==> config.mk <==
export PLATFORM = sky130hd
export DESIGN_NAME = alu_arb
export DESIGN_NICKNAME = d
export VERILOG_FILES = /design/src/rtl/alu_arb.sv
export SDC_FILE = /design/constraint.sdc
export NUM_CORES = 1
export LEC_CHECK = 0
export CORE_AREA = 2 2 131 133
export DETAILED_ROUTE_END_ITERATION = 10
export DIE_AREA = 0 0 133 135
export HOLD_SLACK_MARGIN = 0.08
export RECOVER_POWER = 25
export SYNTH_ARGS = -nofsm -noshare
export SYNTH_HDL_FRONTEND = slang
export SYNTH_SLANG_ARGS = --single-unit
==> constraint.sdc <==
create_clock -name clk -period 1.81 [get_ports clk]
set_input_delay 0.181 -clock clk [delete_from_list [all_inputs] [get_ports clk]]
set_output_delay 0.181 -clock clk [all_outputs]
set_load 0.02 [all_outputs]
==> src/rtl/alu_arb.sv <==
// Two-requester arbiter sharing one combinational ALU, with a one-entry response buffer per requester.
// Define ALU_ARB_RR_EN for round-robin tie-breaking; the default build uses fixed priority (requester 0 wins).
module alu_arb (
   input  logic        clk,
   input  logic        rst_n,
   input  logic        req0_valid,
   output logic        req0_ready,
   input  logic        req0_op,
   input  logic        req0_op_imm,
   input  logic [2:0]  req0_funct3,
   input  logic [6:0]  req0_funct7,
   input  logic [31:0] req0_a,
   input  logic [31:0] req0_b,
   input  logic        req1_valid,
   output logic        req1_ready,
   input  logic        req1_op,
   input  logic        req1_op_imm,
   input  logic [2:0]  req1_funct3,
   input  logic [6:0]  req1_funct7,
   input  logic [31:0] req1_a,
   input  logic [31:0] req1_b,
   output logic        rsp0_valid,
   input  logic        rsp0_ready,
   output logic [31:0] rsp0_t,
   output logic        rsp1_valid,
   input  logic        rsp1_ready,
   output logic [31:0] rsp1_t,
   output logic        alu_op,
   output logic        alu_op_imm,
   output logic [2:0]  alu_funct3,
   output logic [6:0]  alu_funct7,
   output logic [31:0] alu_a,
   output logic [31:0] alu_b,
   input  logic [31:0] alu_t
);

   logic        elig0, elig1;
   logic        grant0, grant1;
   logic        rsp0_valid_q, rsp0_valid_d;
   logic        rsp1_valid_q, rsp1_valid_d;
   logic [31:0] rsp0_t_q, rsp0_t_d;
   logic [31:0] rsp1_t_q, rsp1_t_d;
`ifdef ALU_ARB_RR_EN
   logic        prio_q, prio_d;
`endif

   // A full buffer that drains this cycle can accept a new result without a bubble.
   // Grants are gated by rst_n so nothing handshakes while reset is held.
   always_comb begin
      elig0 = req0_valid & (~rsp0_valid_q | rsp0_ready);
      elig1 = req1_valid & (~rsp1_valid_q | rsp1_ready);
`ifdef ALU_ARB_RR_EN
      grant0 = rst_n & elig0 & (~elig1 | ~prio_q);
      grant1 = rst_n & elig1 & (~elig0 | prio_q);
`else
      grant0 = rst_n & elig0;
      grant1 = rst_n & elig1 & ~elig0;
`endif
   end

   always_comb begin
      alu_op     = 1'b0;
      alu_op_imm = 1'b0;
      alu_funct3 = 3'd0;
      alu_funct7 = 7'd0;
      alu_a      = 32'd0;
      alu_b      = 32'd0;
      if (grant0) begin
         alu_op     = req0_op;
         alu_op_imm = req0_op_imm;
         alu_funct3 = req0_funct3;
         alu_funct7 = req0_funct7;
         alu_a      = req0_a;
         alu_b      = req0_b;
      end else if (grant1) begin
         alu_op     = req1_op;
         alu_op_imm = req1_op_imm;
         alu_funct3 = req1_funct3;
         alu_funct7 = req1_funct7;
         alu_a      = req1_a;
         alu_b      = req1_b;
      end
   end

   always_comb begin
      rsp0_valid_d = grant0 | (rsp0_valid_q & ~rsp0_ready);
      rsp1_valid_d = grant1 | (rsp1_valid_q & ~rsp1_ready);
      rsp0_t_d     = grant0 ? alu_t : rsp0_t_q;
      rsp1_t_d     = grant1 ? alu_t : rsp1_t_q;
`ifdef ALU_ARB_RR_EN
      prio_d = prio_q;
      if (grant0)      prio_d = 1'b1;
      else if (grant1) prio_d = 1'b0;
`endif
   end

   always_ff @(posedge clk or negedge rst_n) begin
      if (!rst_n) begin
         rsp0_valid_q <= 1'b0;
         rsp1_valid_q <= 1'b0;
         rsp0_t_q     <= 32'd0;
         rsp1_t_q     <= 32'd0;
      end else begin
         rsp0_valid_q <= rsp0_valid_d;
         rsp1_valid_q <= rsp1_valid_d;
         rsp0_t_q     <= rsp0_t_d;
         rsp1_t_q     <= rsp1_t_d;
      end
   end

`ifdef ALU_ARB_RR_EN
   always_ff @(posedge clk or negedge rst_n) begin
      if (!rst_n) prio_q <= 1'b0;
      else        prio_q <= prio_d;
   end
`endif

   assign req0_ready = grant0;
   assign req1_ready = grant1;
   assign rsp0_valid = rsp0_valid_q;
   assign rsp1_valid = rsp1_valid_q;
   assign rsp0_t     = rsp0_t_q;
   assign rsp1_t     = rsp1_t_q;

endmodule
## Word level (Yosys, flattened, before mapping)

Index checks and enable logic that the tools add are counted.

- Input bits: 190
- Word-level logic and storage cells: 32
- Register bits after elaboration: 66
- Output and inout port bits: 144

- Mux-type cells: 12
- Bitwise operators: 16

Operators by type and width:

| cell | number |
|---|---|
| $mux 32 | 4 |
| $mux 7 | 2 |
| $and 1x1->1 | 7 |
| $mux 3 | 2 |
| $not 1->1 | 5 |
| $mux 1 | 4 |
| $or 1x1->1 | 4 |

## Logic depth before layout (Yosys ltp)

Gate-level depths: netlist of the first run.

- Depth after elaboration: 7
- Mapped depth: 6
- Mapped depth without buffers: 4

## Worst setup path before layout of the first run

OpenSTA, ideal clock, no wires.

- Path type: reg-to-output
- Start point: reg rsp1_valid_q, in the netlist rsp1_valid
- End point: out alu_a[30]
- Buffers on the path: 2
- Required time: 1.629 ns
- Setup slack: 0.140 ns
- Stages on the path, launching flop included: 6
- Arrival: 1.489 ns
- Path through: dfrtp_1 nor2b_1 a211oi_2 buf_4 buf_2 a32o_1

- Word-level cells in the longest chain between the ends: 7

Ends and longest elaborated chain:

| element | RTL line | source |
|---|---|---|
| start, declared | 40 | `logic rsp1_valid_q, rsp1_valid_d;` |
| start signal, assigned | 105 | `rsp1_valid_q <= rsp1_valid_d;` |
| $not 1->1 | 51 | `elig1 = req1_valid & (~rsp1_valid_q \| rsp1_ready);` |
| $or 1x1->1 | 51 |  |
| $and 1x1->1 | 51 |  |
| $and 1x1->1 (2 in a row) | 57 | `grant1 = rst_n & elig1 & ~elig0;` |
| via req1_ready | 15 | `output logic req1_ready,` |
| $mux 32 | 75 | `end else if (grant1) begin` |
| $mux 32 | 68 | `if (grant0) begin` |
| end, declared | 32 | `output logic [31:0] alu_a,` |

The timed path passes the listed nets, and every way through them passes these cells.

## Final worst setup path of the first run

- Start point: reg rsp0_valid_q, in the netlist rsp0_valid
- End point: out alu_funct7[1]

- Word-level cells in the longest chain between the ends: 7
- Elaborated cells between the ends (all ways): 8
- Classes of those cells: mux (2); bitwise (6)

Ends and longest elaborated chain:

| element | RTL line | source |
|---|---|---|
| start, declared | 39 | `logic rsp0_valid_q, rsp0_valid_d;` |
| start signal, assigned | 104 | `rsp0_valid_q <= rsp0_valid_d;` |
| $not 1->1 * | 50 | `elig0 = req0_valid & (~rsp0_valid_q \| rsp0_ready);` |
| $or 1x1->1 * | 50 |  |
| $and 1x1->1 * | 50 |  |
| $not 1->1 | 57 |  |
| $and 1x1->1 | 57 |  |
| $mux 7 | 75 |  |
| $mux 7 * | 68 |  |
| end, declared | 31 | `output logic [6:0] alu_funct7,` |

Every way passes the cells marked *; elsewhere a longest branch is shown, timed or not.

==> results of run 1 <==
-- path summary, 6_finish.rpt --
| path | startpoint | cells after the start | endpoint | slack (ps) |
|---|---|---|---|---|
| max | rsp0_valid | 7 | alu_funct7[1] | -160 |
| min | alu_t[24] | 2 | rsp1_t[24] | 480 |
| max reg2reg | rsp0_valid | 8 | rsp1_t[18] | -70 |
| min reg2reg | rsp1_t[15] | 1 | rsp1_t[15] | 480 |
| max in group asynchronous | rst_n | 4 | rsp0_t[22] | 480 |
| min in group asynchronous | rst_n | 4 | rsp0_t[28] | 630 |
-- cell usage in the layout (no fill, tap or decap), types with 2 or more instances in the layout --
cell,n
sky130_fd_sc_hd__clkdlybuf4s50_1,253
sky130_fd_sc_hd__buf_6,78
sky130_fd_sc_hd__dfrtp_1,66
sky130_fd_sc_hd__a32o_2,47
sky130_fd_sc_hd__mux2_2,40
sky130_fd_sc_hd__a32o_1,29
sky130_fd_sc_hd__buf_4,25
sky130_fd_sc_hd__mux2_4,15
sky130_fd_sc_hd__clkbuf_16,15
sky130_fd_sc_hd__buf_12,10
sky130_fd_sc_hd__mux2_1,9
sky130_fd_sc_hd__buf_16,4
sky130_fd_sc_hd__bufinv_16,3
sky130_fd_sc_hd__nand2_1,2
sky130_fd_sc_hd__clkinvlp_4,2
sky130_fd_sc_hd__dlygate4sd3_1,2
sky130_fd_sc_hd__clkbuf_1,2
-- layer usage --
layer,GRT usage (%),vias to the layer above
met1,20.6,1909
met4,5.97,0
li1,-,1755
met5,0,-
met2,30.2,185
met3,4.92,25
-- logic make-up (layout without fill, tap and decap cells) --
logic type / after synthesis / count (layout)
compound gates: 77 / 77
flops: 66 / 66
mux: 64 / 64
buf+inv: 34 / 399
simple gates: 7 / 8
-- through the flow --
stage                     setup slack, ps  utilization [%]  cells  setup TNS, ps
after floorplan                       140                -    248              0
after global placement               -564             42.9    792         -44560
after detailed placement             -577             42.9    792         -47250
after CTS                            -180             47.1    821         -11420
after global routing                 -216             49.2    834         -15210
final                                -158             49.2    834          -8930
-- where the power goes --
| group | leakage, nW | switching (mW) | total, mW | internal, mW |
|---|---|---|---|---|
| clock network | 0.154 | 0.632 | 1.96 | 1.33 |
| logic | 2.61 | 1.20 | 2.82 | 1.62 |
| registers | 0.779 | 0.159 | 1.94 | 1.78 |
| total | 3.54 | 1.99 | 6.72 | 4.73 |
-- layout make-up --
class	instances	area share, %
timing repair buffer	384	51.1
multi-input combinational	149	20.9
sequential	66	20.5
tap	220	3.41
clock buffer	9	2.79
clock inverter	5	1.30
inverter	1	0.0465
-- state kept, by name, summed over array words and instances, names as in the netlist --
name        flops
rsp1_t         32
rsp0_valid      1
rsp0_t         32
rsp1_valid      1
-- what timing repair did --
| item | CTS | global route |
|---|---|---|
| endpoints found under the hold margin | 14 | 0 |
| buffers inserted | 9 | 8 |
| setup endpoints to repair | 101 | 104 |
| pin swaps | 12 | 11 |
| cloned | 6 | 7 |
| hold buffers | 2 | 0 |
| resized for setup | 485 | 68 |
==> run summary, run 1 <==
The cell count after synthesis came out at 248. The wire length on met3 came out at 1130 um. TritonCTS built the clock tree. The number of top-level design ports came out at approximately 330.

In the final design database the tool counted around 800 nets. The buffer levels on the longest clock path came out at 2. The post-DP HPWL came out at 12100 um. Once routing completed, OpenROAD measured the worst setup slack at -158 ps.

Buffers inserted during clock tree synthesis total 9. The synthesized area per cell is about 14 um2. Dividing total power by cell area gives a power density of around 830 nW/um2. The total clock sinks is 66. The initialized floorplan defines 47 standard-cell rows. The slew at the pin with the worst max-slew slack came out at 720 ps. The count of input and output buffers is 333. Traced cell by cell, the critical path runs through nand2b_4, a211oi_4, buf_6, buf_12, clkbuf_16, a32o_1, buf_6.

The top cell family by delay on the critical path is buffers and inverters. The share of the clock period used by the worst path after layout is 109%. The pre-antenna-repair detailed-routing pass consisted of 4 iterations. The clock transition at the registers of the reported paths came out at around 60 ps.

The initial antenna violation count came out at 0. The wire length the detailed router placed on met1 is about 7100 um. Yosys printed 0 warnings. In this run, synthesis produced a sequential element count of 66. The final number of setup-violating endpoints is slightly below 100. The peak ir drop on the vdd network came out at approximately 530 uV. The worst path arrival time is about 1800 ps.

The cell area after synthesis is 3400 um2. The delay of the slowest critical-path stage came out at approximately 400 ps. The synthesized netlist devotes about 23% of its cell area to compound gates. The width of the die came out at roughly 130 um. In this run, synthesis inferred 0 flip-flops with an integrated enable. The cell type with the highest occurrence count on the critical path is sky130_fd_sc_hd__buf_6. The total area of multi-input combinational cells is between 1500 and 2000 um2. The fill cell instance count of the final layout is 1412. The worst path required time is around 1600 ps.

The number of global-route vias before repair is around 4000. The share of synthesized area in the top cell type comes to about half. The run finished, with violations left. Together, buffers and inverters on the worst path number 4. The combinational family with the most area after synthesis is compound AO/OA/AOI/OAI gates. After detailed routing, no signal wire sits above met4. Ranked by instance count, the synthesized netlist is headed by sky130_fd_sc_hd__a32o_1, sky130_fd_sc_hd__dfrtp_1, sky130_fd_sc_hd__mux2_2. The sequential cells in the finished layout cover a total of 1650 um2.

The cell area after placement came out at a little over 7000 um2. The H-tree was split into 3 levels. In this run the remaining antenna-violating nets after routing total 0. Global routing finished with a remaining overflow of 0. For this configuration, the core starts out at a cell density of between 20% and 30%.

The highest achievable clock rate came out at 508 MHz. The combined global-route utilization of all metal layers is 17.4%. The clock insertion delay at the later pin of the skew report came out at 320 ps. The maximum number of pins on one net before global-route repair came out at 61. The area of the core region is 16400 um2.

By area the synthesized netlist is led by sky130_fd_sc_hd__dfrtp_1, sky130_fd_sc_hd__a32o_1, sky130_fd_sc_hd__mux2_2, sky130_fd_sc_hd__mux2_1, sky130_fd_sc_hd__buf_6. The time the final worst path needs with I/O delays and setup is approximately 2000 ps. The vias per cell came out at 4.65. For this run, the leading register cell type out of synthesis is sky130_fd_sc_hd__dfrtp_1. The final weighted congestion in routability-driven placement came out at slightly below 0.8.

The area enclosed by the die boundary is about 18000 um2. The relative area change from synthesis to final layout came out at 138%. The static leakage power is roughly 3.5 nW. The slowest stage of the critical path is the sky130_fd_sc_hd__dfrtp_1 cell. The hold violation count in the final report was 0. The met2 wire length came out at approximately 9100 um.

The worst setup path is of the reg -> out kind. The class of the tightest hold or removal check is in -> reg. sky130_fd_sc_hd__a32o_1 is the most common cell in the netlist. The mux contribution to synthesized area came out at a little over a fifth.

The total power draw came out at between 6 and 7 mW. The cell area after layout came out at between 8000 and 9000 um2. The hold slack is between 400 and 500 ps. The final antenna diode count came out at 0. Setup repair after global routing could not meet its margin everywhere. The worst clock skew on the final layout is approximately 3.2 ps. The count of pins over their slew limit was 0. The worst setup path is launched from a register. The first global-routing pass estimated roughly 24000 um of wire.

Of the total synthesized cell area, the portion taken by XOR and XNOR cells is 0%. The relative slew slack is between 50 and 60%. The count of max-cap constraint violations came out at 0. STA classifies the critical path endpoint as an output pin.

The largest total area in the synthesized netlist belongs to sky130_fd_sc_hd__dfrtp_1. The share of layout cells above drive strength 1 came out at 40.4%. The per-cell routed wire length is around 21 um. The routed wire length is approximately 18000 um. The via total after detailed routing came out at about 3900. The number of distinct standard cells referenced by the synthesized netlist came out at 16. The die outline height came out at approximately 140 um. The post-synthesis sequential area ratio is about half.

The share of synthesized flip-flops with an asynchronous set or reset came out at between 90% and 100%. The number of nets handed over by synthesis was between 400 and 500. The number of DRC violations after detailed routing came out at 0. The biggest fanout along the worst timing path came out at 7. After Yosys synthesis, full adders, half adders and majority gates account for 0% of the synthesized area. The DRC marker count from the first detailed-route iteration came out at about 130. The simple-gate share of the synthesized area is ~1.3%. CTS placed an instance of sky130_fd_sc_hd__clkbuf_16 at the clock tree root.

The final reports fail on setup timing.
No activity file was read; power rests on OpenSTA's default activity.
==> run 2, diff against run 1 <==
- SLEW_MARGIN: unset -> 40
==> results of run 2 <==
The final DEF is identical to that of run 1; final timing and power are the same.
==> run 3, diff against run 2 <==
- RECOVER_POWER: 25 -> unset
==> run 3 against run 2 <==
Compared with the run above: the flow still finishes with violations (setup timing); clock power barely moved; power barely moved; sequential power barely moved; routed wire length barely moved; register-to-register slack barely moved; die area did not move; sequential cell count did not move; final area barely moved; via count fell by 0.10%; global-route usage did not move; critical path type unchanged; largest power group unchanged.
==> run summary, run 3 (same netlist as run 1, synthesis figures left out) <==
Across every metal layer, demand over resource in global routing totals about 17%. The count of buffers added on input and output ports is 333. The final number of setup-violating endpoints is 98.

The final route contains slightly below 4000 vias. The worst register-to-register path has a depth of 8. The area growth from synthesis to layout is 138%. The number of global-route vias before repair came out at a little over 4000.

Combinational logic is responsible for around two fifths of the overall power. For the pin with the worst max-slew slack, the measured transition is ~660 ps. The area enclosed by the die boundary is roughly 18000 um2. The part of the total power dissipated in the clock network is 29.2%. Along the worst path, the maximum fanout reaches 7. The maximum number of pins on one net before global-route repair came out at a little over 60.

The cell area after placement is 7040 um2. TritonCTS built the clock tree. For this run, the post-layout net count is between 800 and 900.

The vias per cell is 4.64. The critical path endpoint category is an output pin. For this design the top-level I/O count stands at 334. The hold violation count in the final report was 0. Once layout is done, the placed cells without fillers occupy 8080 um2. The global-route met2 utilization came out at around 30%. The critical path goes through nand2b_4, a211oi_4, buf_6, buf_12, clkbuf_16, a32o_1, buf_6. The die is between 100 and 150 um wide. The number of DRC violations after detailed routing is 0.

The final reports fail on setup timing. The buffer levels on the longest clock path came out at 2. The clock tree root buffer cell is sky130_fd_sc_hd__clkbuf_16. In this run switching power makes up between 20% and 30% of total power. The routed design has between 15000 and 20000 um of wire. The global routing met3 resource utilization came out at under 10%. The HPWL after detailed placement is between 10000 and 15000 um. The startpoint identified for the worst register-to-register timing path is rsp0_valid. On the final layout, the worst clock skew is roughly 3.2 ps. The internal reg-to-reg setup slack came out at -70 ps. The worst path required time is about 1600 ps. The detailed-router iteration count before antenna repair came out at 4.

The top cell types in the final layout, fill and taps aside, are sky130_fd_sc_hd__clkdlybuf4s50_1, sky130_fd_sc_hd__buf_6, sky130_fd_sc_hd__dfrtp_1, sky130_fd_sc_hd__a32o_2, sky130_fd_sc_hd__mux2_2. The worst path arrival time came out at between 1500 and 2000 ps. The peak ir drop on the vdd network came out at between 500 and 600 uV. After global routing the overflow that remains totals 0. The finished layout holds about 830 standard cells, fillers aside. The relative slew slack is a little under three fifths. The wire length of the first global-routing pass is roughly 24000 um. The floorplan step defined a core boundary enclosing ~16000 um2. The power dissipated by switching net loads came out at slightly below 2 mW. The clock transition at the registers of the reported paths is about 60 ps. The layer with the highest usage is met2. Measured along the y axis, the die boundary spans around 140 um. Setup repair after global routing could not meet its margin everywhere. The number of buffers added by the clock tree synthesis step is 9. The total internal power came out at approximately 4.7 mW. The initial antenna violation count came out at 0. The slowest stage of the critical path belongs to the cell sky130_fd_sc_hd__dfrtp_1. The post-detailed-route count of antenna-violating nets is 0. The final weighted congestion in routability-driven placement came out at 0.780. The total power per unit cell area came out at 832 nW/um2. The path class of the tightest hold or removal check is in -> async. The H-tree was split into 3 levels. The most common cell after layout, fill and taps aside is sky130_fd_sc_hd__clkdlybuf4s50_1. The worst path in the final design needs a cycle of approximately 2000 ps, including I/O delays and setup. The delay of the slowest critical-path stage is roughly 390 ps.

The fill cell instance count of the final layout came out at about 1400. The static leakage power is about 3.5 nW. The met1 global-route usage is 20.6%.

The initial core utilization came out at around a fifth. The count of pins over their slew limit came out at 0. CTS saw 66 sinks. The share of the clock period used by the worst path after layout is 108%. The share of layout cells above drive strength 1 came out at 40.7%. The flow ran to the end, but the final reports show violations. The final antenna diode count is 0. The DRC marker count from the first detailed-route iteration came out at approximately 120. The highest achievable clock rate came out at approximately 510 MHz. The count of max-cap constraint violations came out at 0.

The critical path is of the reg -> out type. The worst setup path is launched from a register. Row generation in the floorplan step produced 47 rows.

The endpoint of the most critical register-to-register path is rsp1_t[18]. Dividing the detail-routed wire length by the instance count gives between 20 and 25 um. In the post-route analysis, the smallest setup slack over all paths is -154 ps. The number of instances in the placed design is ~790. Of the total power, registers draw around 29%. The cell type with the highest occurrence count on the critical path is sky130_fd_sc_hd__buf_6. The clock insertion delay at the later pin of the skew report is between 300 and 400 ps.
## run 3: cell types whose count changed in the layout (fill, tap and decap cells not counted)
cell,before,now
sky130_fd_sc_hd__buf_4,25,28
sky130_fd_sc_hd__clkbuf_4,1,0
sky130_fd_sc_hd__clkbuf_1,2,0
## run 3: layer usage
metal / up-vias / wire, um
met2: 181 / 9070
li1: 1756 / -
met3: 25 / 1140
met4: 0 / 378
met1: 1908 / 7080
met5: - / 0
## run 3: stage by stage
stage	hold WS, ps	util, %	TNS [ps]	power [mW]	worst slack (ps)
3_3_place_gp	277	42.9	-44560	4.46	-564
5_1_grt	485	49.3	-15210	7.02	-216
3_5_place_dp	289	42.9	-47250	4.50	-577
6_report	441	49.3	-8480	6.72	-154
2_1_floorplan	-115	-	0	3.00	140
4_1_cts	446	47.1	-11420	6.63	-180
## run 3: layout make-up
type	instances	area, um2	area share, %
sequential	66	1650	20.4
clock buffer	9	225	2.79
multi-input combinational	149	1680	20.8
tap	220	275	3.41
timing repair buffer	384	4140	51.2
clock inverter	5	105	1.30
inverter	1	3.75	0.0464
## run 3: repair_timing
action,4_1_cts,5_1_grt
setup buffers,9,8
hold endpoints to repair,14,0
gates cloned,6,7
gates resized for setup,485,68
endpoints found under the setup margin,101,104
hold buffers,2,0
pin swaps,12,11
## run 3: worst max-delay path by stage
stage	start	to	slack [ps]
final	rsp0_valid	alu_funct7[1]	-150
after global routing	rsp0_valid	alu_funct7[1]	-220
after CTS	rsp0_valid	alu_a[12]	-180
after detailed placement	rsp0_ready	alu_a[8]	-580
after global placement	rsp0_ready	alu_b[17]	-560
after floorplan	rsp1_valid	alu_a[30]	140
## run 3: power groups by stage
stage	clock network (mW)	logic, mW	registers (mW)
floorplan	0	0.671	2.33
global placement	0	2.52	1.94
detailed placement	0	2.54	1.96
CTS	2.01	2.68	1.94
global route	2.09	2.95	1.98
finish	1.96	2.82	1.94
## run 3: critical path, delay by kind of cell, from the launching register on
| kind | cells | cell delay [ps] |
|---|---|---|
| AOI/OAI and AO/OA | 2 | 370 |
| buffers and inverters | 4 | 590 |
| DFF | 1 | 390 |
| and+or+nand+nor | 1 | 90 |
